File: src/rtl/mem_port_arbiter.sv
// rtl/mem_port_arbiter.sv - two-port arbiter in front of a single-port 8-bit-address / 16-bit-data memory
//
// Purpose: shares one memory port between the CPU MAR/MDR port and a DMA/loader port.
// The winning request is registered onto mem_*, read latency is counted down, and the
// result is returned to the owner with a one-cycle ack pulse.
//
// Ports:
//   clk, reset                        clock (rising edge), synchronous active-high reset
//   cpu_req/we/addr/wdata -> cpu_ack  CPU request, held until cpu_ack; cpu_rdata holds last read
//   dma_req/we/addr/wdata -> dma_ack  DMA request, same protocol; dma_rdata holds last read
//   mem_en/we/addr/wdata, mem_rdata   memory bus; mem_rdata valid RD_LAT cycles after mem_en
//   busy                              high whenever a transaction is in flight
//   gnt_dma                           owner of the current/last transaction (1 = DMA)
module mem_port_arbiter #(
    parameter int ADDR_W       = 8,
    parameter int DATA_W       = 16,
    parameter int RD_LAT       = 1,
    parameter int CPU_PRIORITY = 0
) (
    input  logic              clk,
    input  logic              reset,
    input  logic              cpu_req,
    input  logic              cpu_we,
    input  logic [ADDR_W-1:0] cpu_addr,
    input  logic [DATA_W-1:0] cpu_wdata,
    output logic              cpu_ack,
    output logic [DATA_W-1:0] cpu_rdata,
    input  logic              dma_req,
    input  logic              dma_we,
    input  logic [ADDR_W-1:0] dma_addr,
    input  logic [DATA_W-1:0] dma_wdata,
    output logic              dma_ack,
    output logic [DATA_W-1:0] dma_rdata,
    output logic              mem_en,
    output logic              mem_we,
    output logic [ADDR_W-1:0] mem_addr,
    output logic [DATA_W-1:0] mem_wdata,
    input  logic [DATA_W-1:0] mem_rdata,
    output logic              busy,
    output logic              gnt_dma
);

    localparam logic [1:0] IDLE    = 2'd0;
    localparam logic [1:0] ISSUE   = 2'd1;
    localparam logic [1:0] RD_WAIT = 2'd2;
    localparam logic [1:0] ACK     = 2'd3;

    logic [1:0] state;
    logic [2:0] wait_cnt;
    logic       last_gnt;   // 1 = DMA owned the previous grant
    logic       pick_dma;

    // On a tie, round-robin hands the bus to whichever port did not win last time.
    always_comb begin
        pick_dma = dma_req;
        if (cpu_req && dma_req) begin
            if (CPU_PRIORITY != 0) begin
                pick_dma = 1'b0;
            end else begin
                pick_dma = ~last_gnt;
            end
        end
    end

    always_ff @(posedge clk) begin
        if (reset) begin
            state     <= IDLE;
            wait_cnt  <= '0;
            last_gnt  <= 1'b1;
            cpu_ack   <= 1'b0;
            dma_ack   <= 1'b0;
            cpu_rdata <= '0;
            dma_rdata <= '0;
            mem_en    <= 1'b0;
            mem_we    <= 1'b0;
            mem_addr  <= '0;
            mem_wdata <= '0;
            busy      <= 1'b0;
            gnt_dma   <= 1'b0;
        end else begin
            cpu_ack <= 1'b0;
            dma_ack <= 1'b0;
            case (state)
                IDLE: begin
                    if (cpu_req || dma_req) begin
                        gnt_dma   <= pick_dma;
                        last_gnt  <= pick_dma;
                        mem_en    <= 1'b1;
                        mem_we    <= pick_dma ? dma_we    : cpu_we;
                        mem_addr  <= pick_dma ? dma_addr  : cpu_addr;
                        mem_wdata <= pick_dma ? dma_wdata : cpu_wdata;
                        busy      <= 1'b1;
                        state     <= ISSUE;
                    end
                end
                ISSUE: begin
                    mem_en <= 1'b0;
                    if (mem_we) begin
                        // Writes complete as soon as the strobe has been seen.
                        if (gnt_dma) begin
                            dma_ack <= 1'b1;
                        end else begin
                            cpu_ack <= 1'b1;
                        end
                        state <= ACK;
                    end else begin
                        wait_cnt <= 3'(RD_LAT - 1);
                        state    <= RD_WAIT;
                    end
                end
                RD_WAIT: begin
                    if (wait_cnt != 3'd0) begin
                        wait_cnt <= wait_cnt - 3'd1;
                    end else begin
                        // mem_rdata is valid this cycle; ack rises with the captured data.
                        if (gnt_dma) begin
                            dma_rdata <= mem_rdata;
                            dma_ack   <= 1'b1;
                        end else begin
                            cpu_rdata <= mem_rdata;
                            cpu_ack   <= 1'b1;
                        end
                        state <= ACK;
                    end
                end
                ACK: begin
                    busy  <= 1'b0;
                    state <= IDLE;
                end
                default: begin
                    mem_en <= 1'b0;
                    busy   <= 1'b0;
                    state  <= IDLE;
                end
            endcase
        end
    end

endmodule

File: config.mk
export PLATFORM = sky130hd
export DESIGN_NAME = mem_port_arbiter
export DESIGN_NICKNAME = d
export VERILOG_FILES = /design/src/rtl/mem_port_arbiter.sv
export SDC_FILE = /design/constraint.sdc
export NUM_CORES = 1
export LEC_CHECK = 0
export BUFFER_PORTS_ARGS = -buffer_cell sky130_fd_sc_hd__buf_2
export CAP_MARGIN = 5
export CORE_MARGIN = 4
export CORE_UTILIZATION = 50
export CTS_CLUSTER_DIAMETER = 30
export CTS_CLUSTER_SIZE = 24
export DETAILED_ROUTE_END_ITERATION = 6
export MAX_ROUTING_LAYER = met4
export PLACE_DENSITY = 0.85
export SYNTH_ARGS = -nofsm -noshare
export SYNTH_HDL_FRONTEND = slang
export SYNTH_SLANG_ARGS = --single-unit
File: constraint.sdc
create_clock -name clk -period 2.55 [get_ports clk]
set_input_delay 0.3825 -clock clk [delete_from_list [all_inputs] [get_ports clk]]
set_output_delay 0.3825 -clock clk [all_outputs]
set_load 0.01 [all_outputs]
==> impl_results.md <==
- CP required: 2.75 ns
- Worst R2R Path Depth: 5
- Outcome: finished, final reports clean
- Mapped cell area: 2810 µm²
- Largest net degree at the start of global routing: 37
- Antenna violations before repair: 0
- Reg-to-Reg End: dma_rdata[12]
- Clk_lat worst skew: 0.32 ns
- Layout cells sized above 1: 32.3%
- Primary FF master, synth: dfxtp_1
- Finish-stage setup viols: 0
- RSZ-0062 raised after global routing: false
- Largest fanout on the critical path: 16
- GRT Total Usage: 21.9%
- Gr ovfl total: 0
- Vias in the first global route: 2831
- Initial core utilization: 51.4%
- Synthesized net count: 426
- Root Buffer: clkbuf_8
- Post-synth EDFFs: 0
- Max-cap violations: 0
- #FFs+latches synth: 68
- Total vias in the final route: 2874
- GPL Wtd Cong: 0.812
- Sum Neg Setup Slack: 0 ns
- Mapped Cells: 349
- Fillcell total: 502
- Yosys top cell by area: dfxtp_1
- Top-area cell type share of the netlist area: 48.4%
- Sink Count: 68
- Power share of the sequential group: 42.0%
- Number of post-CTS setup repair buffers: 0
- Library cells used by synthesis: 36
- Clk buf depth: 2
- Power Density: 943 nW/µm²
- CTS tree: yes
- Critical path arrival: 2.13 ns
- DRC viols: 0
- Least-Margin Pin Slew: 1.08 ns
- Core ar.: 5470 µm²
- H-tree levels: 3
- Net Sw Frac: 36.4%
- DIE WIDTH: 83.0 µm
- # port buffers: 131
- Ys Warns: 0
- Cell Int Power: 2.16 mW
- CTS clock-pin slew for the worst setup and hold paths: 0.07 ns
- Top post-synthesis cells by area: dfxtp_1, a21oi_1, nand2_1
- Average size of a mapped cell: 8.06 µm²
- Final Max Tran Viols: 0
- Worst hold path class: in -> reg
- Die height: 83.0 µm
- Num ports: 132
- Psw: 1.24 mW
- Critical path origin: state[0]
- FP Rows: 27
- Fin crit share: 75.9%
- Rel. slew slack: 28.2%
- Post-layout minimum cycle time: 1.94 ns
- Clk pwr share: 22.3%
- Worst setup path category: reg -> reg
- Post-CTS Resized: 0
- R2R setup slack: 0.61 ns
- Worst vdd ir: 637 µV
- Crit end category: flop
- P_leak: 1.70 nW
- Drt pass-1 iters: 4
- Setup Skew: 0.00459 ns
- Detailed placer's ending HPWL: 5410 µm
- Drt wl/cell: 13.7 µm
- Post-layout utilization of the core: 65.9%
- Nets: 547
- Area Overhead vs Synth: 28.3%
- Fmax achieved: 516 MHz
- Via/cell ratio: 5.26
- Final wirelength: 7480 µm
- CP Capture Point: dma_rdata[12]
- Die area: 6890 µm²
- Num CTS Buffers: 9
- CTS Hold Bufs: 0
- Sequential area share after synthesis: 48.4%
- Final hold violation count: 0
- ANT nets after route: 0
- Comb power frac: 35.8%
- Diode count: 0
- Worst r2r src: state[0]
- DR iter-0 viols: 105
- FFs w/ async S/R, synth: 0%
- Crit start category: flop
- First-pass GRT wire length: 12400 µm
## layout by cell type, fill, tap and decap left out, types with 2 or more instances in the layout
cell,netlist,layout
buf_2,7,131
nand2_1,96,96
a21oi_1,85,85
dfxtp_1,68,68
o21ai_0,29,29
clkbuf_8,0,11
inv_1,7,7
ha_1,7,7
buf_4,7,4
nor2_1,3,3
a211oi_1,3,3
nor3b_1,3,3
nand4_1,2,2
clkinv_2,0,2
clkbuf_1,5,2
## layer usage
metal,wire length (µm),GRT usage [%],vias to the layer above
li1,-,-,1426
met1,3190,26.8,1313
met2,3530,34.5,128
met3,677,6.85,7
met4,89,6.84,0
met5,0,-,-
## flip-flops by register name, summed over array words and instances (netlist names)
| register | cells |
|---|---|
| cpu_rdata | 16 |
| dma_rdata | 16 |
| mem_wdata | 16 |
| mem_addr | 8 |
| wait_cnt | 3 |
| state | 2 |
| busy | 1 |
| cpu_ack | 1 |
| dma_ack | 1 |
| gnt_dma | 1 |
| last_gnt | 1 |
| mem_en | 1 |
| mem_we | 1 |
## metrics by stage
stage	setup slack [ns]	instances	cell area, µm²	total power [mW]	hold WS, ns
after floorplan	1.05	349	2810	2.26	0.448
after global placement	0.775	531	3440	2.61	0.439
after detailed placement	0.628	531	3440	2.66	0.444
after CTS	0.651	546	3610	3.43	0.280
after global routing	0.448	546	3610	3.65	0.278
final	0.614	546	3610	3.40	0.294
## synth_stat cells, types with 2 or more instances
cell type	instances
clkbuf_1	5
ha_1	7
buf_2	7
nand2_1	96
inv_1	7
nand4_1	2
a211oi_1	3
buf_4	7
a21oi_1	85
clkbuf_2	4
o21ai_0	29
dfxtp_1	68
buf_6	2
nor3b_1	3
nor2_1	3
## final cells by class
type	count	area, µm²	share of cell area [%]
repair buffers	135	686	19.0
multi-input cells	249	1270	35.3
inverters	7	26.3	0.728
clock buffers	13	159	4.41
clock inverters	2	10.0	0.277
flip-flops and latches	68	1360	37.7
well taps	72	90.1	2.50
## worst max-delay path, cell delays in order, from the launching register on
cell      delay [ns]
dfxtp_1         0.35
inv_1           0.13
ha_1            0.36
nand4b_1        0.61
nand2_1         0.27
a21oi_1         0.09
## power by group through the flow
stage	registers, mW	logic [mW]	clock network (mW)
2_1_floorplan	1.53	0.732	0
5_1_grt	1.45	1.36	0.832
3_5_place_dp	1.44	1.22	0
4_1_cts	1.43	1.22	0.780
3_3_place_gp	1.43	1.18	0
6_report	1.43	1.22	0.758
## cells by family after synthesis
kind of cell	synth area share [%]
AOI/OAI and AO/OA	24.5
adders and majority gates	3.12
buffers and inverters	6.23
DFF	48.4
muxes	0.356
and+or+nand+nor	17.4
## how the worst min path moves through the flow
stage | from | to | slack [ns] | cells past startpoint
after floorplan | wait_cnt[0] | wait_cnt[0] | 0.45 | 2
after global placement | dma_rdata[13] | dma_rdata[13] | 0.44 | 2
after detailed placement | dma_rdata[1] | dma_rdata[1] | 0.44 | 2
after CTS | cpu_wdata[1] | mem_wdata[1] | 0.28 | 3
after global routing | cpu_wdata[3] | mem_wdata[3] | 0.28 | 3
final | cpu_wdata[9] | mem_wdata[9] | 0.29 | 3
Note: power is estimated with default switching activity, not from simulation.
